<file path="config.mk">
export PLATFORM = sky130hd
export DESIGN_NAME = button_debouncer
export DESIGN_NICKNAME = d
export VERILOG_FILES = /design/src/rtl/board_io_pkg.sv /design/src/rtl/debounce_chan.sv /design/src/rtl/button_debouncer.sv
export SDC_FILE = /design/constraint.sdc
export NUM_CORES = 1
export LEC_CHECK = 0
export ABC_AREA = 1
export BUFFER_PORTS_ARGS = -buffer_cell sky130_fd_sc_hd__buf_4
export CAP_MARGIN = 20
export CORE_MARGIN = 2
export CORE_UTILIZATION = 54
export DETAILED_ROUTE_END_ITERATION = 8
export GPL_ROUTABILITY_DRIVEN = 1
export PLACE_DENSITY = 0.76
export RECOVER_POWER = 50
export SLEW_MARGIN = 40
export SYNTH_ARGS = -nofsm -noshare
export SYNTH_HDL_FRONTEND = slang
export SYNTH_SLANG_ARGS = --single-unit
</file>
<file path="constraint.sdc">
create_clock -name clk -period 1.75 [get_ports clk]
set_clock_uncertainty 0.2 [all_clocks]
set_input_delay 0.2625 -clock clk [delete_from_list [all_inputs] [get_ports clk]]
set_output_delay 0.2625 -clock clk [all_outputs]
set_load 0.05 [all_outputs]
</file>
<file path="src/rtl/board_io_pkg.sv">
// rtl/board_io_pkg.sv - shared constants and width helpers for board I/O blocks
package board_io_pkg;

  localparam int DEFAULT_SAMPLE_FREQ = 1_000;

  // Stable counter must hold 0..STABLE_SAMPLES-1 with one spare bit of headroom.
  function automatic int cnt_width(input int stable_samples);
    return $clog2(stable_samples) + 1;
  endfunction

  // Divider width; a divide-by-1 still needs a one-bit register.
  function automatic int div_width(input int div);
    return (div > 1) ? $clog2(div) : 1;
  endfunction

endpackage

</file>
<file path="src/rtl/debounce_chan.sv">
// rtl/debounce_chan.sv - one channel: 2-flop sync, stable-count filter, level and edge pulses
module debounce_chan
  import board_io_pkg::*;
#(
  parameter int STABLE_SAMPLES = 8
) (
  input  logic clk,
  input  logic rst,
  input  logic tick_i,
  input  logic raw_i,
  output logic level_o,
  output logic press_o,
  output logic release_o
);

  localparam int CNT_W = cnt_width(STABLE_SAMPLES);

  logic             sync1_q;
  logic             sync2_q;
  logic             level_q;
  logic             level_d;
  logic [CNT_W-1:0] cnt_q;
  logic [CNT_W-1:0] cnt_d;
  logic             press_q;
  logic             press_d;
  logic             release_q;
  logic             release_d;

  // Bring the asynchronous pin into clk; plain flop-to-flop chain.
  always_ff @(posedge clk or negedge rst) begin
    if (!rst) begin
      sync1_q <= 1'b0;
      sync2_q <= 1'b0;
    end else begin
      sync1_q <= raw_i;
      sync2_q <= sync1_q;
    end
  end

  // Filter: any cycle agreeing with the current level restarts the count;
  // a level change needs STABLE_SAMPLES mismatching ticks in a row.
  always_comb begin
    level_d   = level_q;
    cnt_d     = cnt_q;
    press_d   = 1'b0;
    release_d = 1'b0;
    if (sync2_q == level_q) begin
      cnt_d = '0;
    end else if (tick_i) begin
      if (cnt_q == CNT_W'(STABLE_SAMPLES - 1)) begin
        level_d   = sync2_q;
        cnt_d     = '0;
        press_d   = sync2_q;
        release_d = ~sync2_q;
      end else begin
        cnt_d = cnt_q + 1'b1;
      end
    end
  end

  // Level, counter and pulses update together so a pulse coincides with its level change.
  always_ff @(posedge clk or negedge rst) begin
    if (!rst) begin
      level_q   <= 1'b0;
      cnt_q     <= '0;
      press_q   <= 1'b0;
      release_q <= 1'b0;
    end else begin
      level_q   <= level_d;
      cnt_q     <= cnt_d;
      press_q   <= press_d;
      release_q <= release_d;
    end
  end

  assign level_o   = level_q;
  assign press_o   = press_q;
  assign release_o = release_q;

endmodule

</file>
<file path="src/rtl/button_debouncer.sv">
// rtl/button_debouncer.sv - multi-channel button debouncer with internal sample-tick divider
module button_debouncer
  import board_io_pkg::*;
#(
  parameter int CLK_FREQ       = 200_000_000,
  parameter int SAMPLE_FREQ    = DEFAULT_SAMPLE_FREQ,
  parameter int STABLE_SAMPLES = 8,
  parameter int WIDTH          = 8
) (
  input  logic             clk,
  input  logic             rst,
  input  logic [WIDTH-1:0] btn_raw,
  output logic [WIDTH-1:0] btn_level,
  output logic [WIDTH-1:0] btn_press,
  output logic [WIDTH-1:0] btn_release,
  output logic             any_change
);

  localparam int DIV   = CLK_FREQ / SAMPLE_FREQ;
  localparam int DIV_W = div_width(DIV);

  if (STABLE_SAMPLES < 1) begin : g_bad_stable
    $error("button_debouncer: STABLE_SAMPLES must be >= 1");
  end
  if (CLK_FREQ < SAMPLE_FREQ) begin : g_bad_freq
    $error("button_debouncer: CLK_FREQ must be >= SAMPLE_FREQ");
  end

  logic [DIV_W-1:0] div_q;
  logic [DIV_W-1:0] div_d;
  logic             tick;

  // Tick is high for the single cycle the divider sits at its terminal count.
  assign tick = (div_q == DIV_W'(DIV - 1));

  // Next divider value: wrap to 0 after the terminal count.
  always_comb begin
    div_d = div_q + 1'b1;
    if (tick) begin
      div_d = '0;
    end
  end

  // Sample-tick divider register.
  always_ff @(posedge clk or negedge rst) begin
    if (!rst) begin
      div_q <= '0;
    end else begin
      div_q <= div_d;
    end
  end

  for (genvar i = 0; i < WIDTH; i++) begin : g_chan
    debounce_chan #(
      .STABLE_SAMPLES(STABLE_SAMPLES)
    ) u_chan (
      .clk      (clk),
      .rst      (rst),
      .tick_i   (tick),
      .raw_i    (btn_raw[i]),
      .level_o  (btn_level[i]),
      .press_o  (btn_press[i]),
      .release_o(btn_release[i])
    );
  end

  assign any_change = |(btn_press | btn_release);

endmodule

</file>
# --- Word-level counts from Yosys, hierarchy flattened ---
# Cells that the tools add are included.
word_totals:
  reg_bits: 90
  input_bits: 10
  wordCells: 182
  out_inout_bits: 25
op_classes:
  n_reduce_logical: 17
  n_bitwise: 17
  addsub: 9
  mux: 73
  eq_ne: 17
ops:
  columns: ["operator", "n"]
  rows:
  - ["$mux 4", 24]
  - ["$mux 1", 48]
  - ["$add 4x1->4 const B", 8]
  - ["$eq 4x3->1 const B", 8]
  - ["$reduce_and 3->1", 8]
  - ["$add 18x1->18 const B", 1]
  - ["$eq 18x18->1 const B", 1]
  - ["$mux 18", 1]
  - ["$not 1->1", 16]
  - ["$reduce_bool 2->1", 8]
  - ["$eq 1x1->1", 8]
  - ["$or 8x8->8", 1]
  - ["$reduce_or 8->1", 1]

# --- Longest topological paths before layout ---
logic_depth:
  word_depth: 4
  mapped_depth: 9

# --- Modules after synthesis ---
# A second synthesis with hierarchy kept.
unflattened:
  hier_cells: 510
  hier_area_um2: 4209.0
by_module_without_submodules:
  columns: ["mod", "area_each_um2", "instances", "cells_per_inst"]
  rows:
  - ["debounce_chan", 396.6, 8, 47]
  - ["button_debouncer", 1036.0, 1, 134]

# --- Least setup slack after synthesis ---
# Ideal clock, no wire load.
synth_timing:
  path_kind: "reg2reg"
  startpoint: "register div_q[0]"
  endpoint: "register g_chan[0].u_chan.release_q"
  n_path_buf: 1
  synth_period_minus_slack_ps: 1634
  t_arrival_ps: 1354
  setup_time_ps: 80
  path_stages_with_launch: 9
  path_slack_ps: 116
  required_ps: 1470
  path_cell_list: "dfrtp_1 -> ha_1 -> nand3_2 -> nor2_2 -> nand3_4 -> clkinv_2 -> buf_8 -> nand2_4 -> nor3_2"
synth_via:
  elab_chain_len: 3
synth_lines:
  columns: ["element", "line", "text"]
  rows:
  - ["from (decl)", "button_debouncer.sv:29", "logic [DIV_W-1:0] div_q;"]
  - ["from (signal assigned)", "button_debouncer.sv:49", "div_q <= div_d;"]
  - ["$eq 18x18->1", "button_debouncer.sv:34", "assign tick = (div_q == DIV_W'(DIV - 1));"]
  - ["$mux 1", "debounce_chan.sv:49", "end else if (tick_i) begin"]
  - ["$mux 1", "debounce_chan.sv:47", "if (sync2_q == level_q) begin"]
  - ["via g_chan[0].u_chan.release_d", "debounce_chan.sv:27", "logic release_d;"]
  - ["to (signal assigned)", "debounce_chan.sv:72", "release_q <= release_d;"]
  - ["to (decl)", "debounce_chan.sv:26", "logic release_q;"]
# The timed path passes the listed nets, and every way through them passes these cells.
# A chain may end at the register's enable or synchronous reset.

# --- Worst setup path after layout ---
layout_timing:
  startpoint: "register g_chan[3].u_chan.press_q"
  endpoint: "output any_change"
layout_via:
  elab_chain_len: 2
layout_lines:
  columns: ["element", "line", "text"]
  rows:
  - ["from (decl)", "debounce_chan.sv:24", "logic press_q;"]
  - ["from (signal assigned)", "debounce_chan.sv:71", "press_q <= press_d;"]
  - ["$or 8x8->8", "button_debouncer.sv:67", "assign any_change = |(btn_press | btn_release);"]
  - ["$reduce_or 8->1", "button_debouncer.sv:67", null]
  - ["to (decl)", "button_debouncer.sv:16", "output logic any_change"]
# Every way passes these cells.

==> impl_metrics.ini <==
[placed_design]
place.detailed.instances = 651
place_hpwl_um = 6300
buffer_ports.inserted = 34
routabilityCongestion = 0.870
preCtsSetupSlack_ns = -0.0457
dpl_cell_area_um2 = 4970

[logic_synthesis]
synth-edff-count = 0
post_synth.cell_area_avg_um2 = 8.88
synth_area_leaders = sky130_fd_sc_hd__dfrtp_1, sky130_fd_sc_hd__nand2_1, sky130_fd_sc_hd__nand3_1, sky130_fd_sc_hd__nor2_1, sky130_fd_sc_hd__buf_4
synthDominantAreaCellType = sky130_fd_sc_hd__dfrtp_1
synth_warnings = 0
yosys.cell_count.top_type = sky130_fd_sc_hd__nand2_1
syn_inst = 501
synth.ff_latch_count = 90
netlist.area_leader.share_pct = 50.6
postSynth.topFlopCell = sky130_fd_sc_hd__dfrtp_1
async_reset_ff_share_pct = 100
netlist-cell-type-count = 29
synth_fp_nets = 520
synth.yosys.seq_area_share_pct = 50.6
netlist_area_before_placement_um2 = 4450
ys_top_cells_by_count = sky130_fd_sc_hd__nand2_1, sky130_fd_sc_hd__dfrtp_1, sky130_fd_sc_hd__nand3_1, sky130_fd_sc_hd__nor2_1, sky130_fd_sc_hd__inv_1

[worst_hold_path]
hold_path_class = reg -> reg

[clocking]
htree_num_levels = 3
cts_tree = built
cts_max_path_buffers = 2
clock-sinks = 90
cts_inserted_buffers = 9
cts.reportedPaths.clkPinSlew_ns = 0.09
insertion_delay_ns = 0.36
clock_tree.root_cell = sky130_fd_sc_hd__clkbuf_8

[sta]
max_clock_freq_mhz = 497
grt_setup_unrepaired = true
worst_hold_slack_ns = 0.142
setup_viol_count_final = 59
period_share_pct = 115
timing.setup.tns_ns = -6.31
setup_slack_ns = -0.263
timing_max_transition_violations_final = 0
period_needed_ns = 2.01
final_hold_viol_count = 0
timing.slew.headroom_pct = 48.5
tightest_slew_ns = 0.773

[floorplanning]
fp-row-count = 33
effective_utilization_at_floorplan_pct = 54.9
pin_count = 35
placeableCoreArea_um2 = 8090
die_w_um = 94.7
die_h_um = 94.7
fp.dieArea_um2 = 8980

[global_route]
first_global_vias = 3502
grt_antenna_before_repair = 0
grt.overflow.total = 0
groute.usage.overall_pct = 22.3
grt_max_degree = 37
grt_pass1_wl_um = 15500

[routing]
via_per_inst = 5.30
routed_wire_length_per_instance_um = 16.2
drt_iter0_drc = 227
firstDrtPassIters = 5
drtAntennaViolNets = 0
wl_um = 11300
detail_route.drc_violations = 0
dr_total_vias = 3706

[pwr]
power.share.sequential_pct = 52.7
ir_worst_vdd_uv = 590
cell_internal_pwr_mw = 3.17
total_power_mw = 4.02
switching_share_pct = 21.2
power.density_cell_area_nw_per_um2 = 664
power_switching_mw = 0.850
comb_power_share_pct = 3.6
static_leakage_nw = 3.11
clock_power_share_pct = 43.7

[worst_setup_path]
worst_setup_path_start_kind = flip-flop
timing.critical_path.fanout_max = 2
criticalPathCategory = reg -> out
worst_ep_required_time_ns = 1.29
cp_data_arrival_time_ns = 1.55
crit_path_end_kind = primary output

[layout]
antenna_diodes = 0
final_core_util_pct = 74.8
finalInstanceArea_um2 = 6050
post_route_cells_drive_above_1_share_pct = 36.5
fill_cells = 540
final_non_filler_cells = 699
area.growth.synth_to_final_pct = 36.0
nNetsFinal = 609

[run_status]
failing_checks = setup timing
outcome = finished, violations left

[job]
cap_viol_max_count = 0
==> area by class of cell <==
cell class / instances / area, µm² / area share (%)
clock inverter: 4 / 98.8 / 1.63
tap: 105 / 131 / 2.17
sequential: 90 / 2250 / 37.2
timing repair buffer: 108 / 1030 / 17.1
inverter: 48 / 190 / 3.14
clock buffer: 11 / 151 / 2.50
multi-input combinational: 333 / 2190 / 36.2
==> routing by layer <==
metal  up-vias  routed length, µm  GRT usage (%)
met1      1816               4490           28.9
li1       1766                  -              -
met3        28                461           3.35
met5         -                  0              0
met2        96               6030           36.5
met4         0                318           11.2
==> logic make-up (layout without fill, tap and decap cells) <==
group / count (synthesis) / in the layout / share of synthesized area (%)
AO/OA/AOI/OAI: 9 / 9 / 1.13
XOR/XNOR: 28 / 28 / 6.19
adder cells (fa/ha/maj): 9 / 9 / 2.53
buffers and inverters: 78 / 171 / 9.14
flip-flops: 90 / 90 / 50.6
AND/OR/NAND/NOR: 287 / 287 / 30.4
==> power groups by stage <==
stage / Clock, mW / Combinational [mW] / Sequential [mW]
after floorplan: 0 / 0.0320 / 2.15
after global placement: 0 / 0.119 / 2.15
after detailed placement: 0 / 0.121 / 2.16
after CTS: 1.77 / 0.139 / 2.11
after global routing: 1.85 / 0.163 / 2.12
final: 1.75 / 0.145 / 2.12
==> critical path: stages, from the launching register on <==
cell                      delay (ns)
sky130_fd_sc_hd__dfrtp_1        0.41
sky130_fd_sc_hd__nor4_4         0.33
sky130_fd_sc_hd__buf_4          0.16
sky130_fd_sc_hd__nand4_1        0.11
sky130_fd_sc_hd__buf_6          0.19
==> repair_timing <==
item                       in CTS  in global routing
gates resized for setup         8                118
pin swaps                       0                 40
hold endpoints to repair       56                  0
setup endpoints to repair      18                 59
hold buffers                    9                  0
gates cloned                    0                  3
buffers inserted                1                 20
==> cells in the final DEF, fill, tap and decap left out, types with 2 or more instances in the layout <==
master	instances
sky130_fd_sc_hd__a21oi_1	2
sky130_fd_sc_hd__buf_12	5
sky130_fd_sc_hd__buf_4	61
sky130_fd_sc_hd__buf_6	19
sky130_fd_sc_hd__buf_8	2
sky130_fd_sc_hd__bufinv_16	3
sky130_fd_sc_hd__clkbuf_16	3
sky130_fd_sc_hd__clkbuf_4	8
sky130_fd_sc_hd__clkbuf_8	11
sky130_fd_sc_hd__dfrtp_1	89
sky130_fd_sc_hd__dlygate4sd3_1	9
sky130_fd_sc_hd__ha_1	8
sky130_fd_sc_hd__inv_1	42
sky130_fd_sc_hd__inv_2	4
sky130_fd_sc_hd__nand2_1	92
sky130_fd_sc_hd__nand2_2	8
sky130_fd_sc_hd__nand2_4	7
sky130_fd_sc_hd__nand3_1	44
sky130_fd_sc_hd__nand3_2	24
sky130_fd_sc_hd__nand3_4	3
sky130_fd_sc_hd__nand4_1	13
sky130_fd_sc_hd__nor2_1	48
sky130_fd_sc_hd__nor2_2	10
sky130_fd_sc_hd__nor2_4	11
sky130_fd_sc_hd__nor3_2	11
sky130_fd_sc_hd__nor3_4	5
sky130_fd_sc_hd__nor4_1	3
sky130_fd_sc_hd__o21ai_2	3
sky130_fd_sc_hd__or2_2	5
sky130_fd_sc_hd__xnor2_1	4
sky130_fd_sc_hd__xor2_1	20
sky130_fd_sc_hd__xor2_2	4
==> path summary, 6_finish.rpt <==
path                                                    startpoint                               endpoint  slack, ns  cells after the start
max in group asynchronous                                      rst  g_chan[3].u_chan.cnt_q[3]$_DFFE_PN0P_       0.21                      3
worst max register to register                  div_q[0]$_DFF_PN0_     g_chan[1].u_chan.press_o$_DFF_PN0_      -0.20                      9
worst max-delay path            g_chan[3].u_chan.press_o$_DFF_PN0_                             any_change      -0.26                      4
worst min register to register  g_chan[4].u_chan.sync1_q$_DFF_PN0_     g_chan[4].u_chan.sync2_q$_DFF_PN0_       0.14                      0
min in group asynchronous                                      rst  g_chan[0].u_chan.cnt_q[2]$_DFFE_PN0P_       0.31                      2
worst min-delay path            g_chan[4].u_chan.sync1_q$_DFF_PN0_     g_chan[4].u_chan.sync2_q$_DFF_PN0_       0.14                      0
==> sequential cells by signal (all words and copies together) (netlist names) <==
name and cells:
g_chan.u_chan.press_o 8, g_chan.u_chan.release_o 8, g_chan.u_chan.cnt_q 32, g_chan.u_chan.sync1_q 8, g_chan.u_chan.level_o 8, g_chan.u_chan.sync2_q 8, div_q 18
No activity file was read; power rests on OpenSTA's default activity.
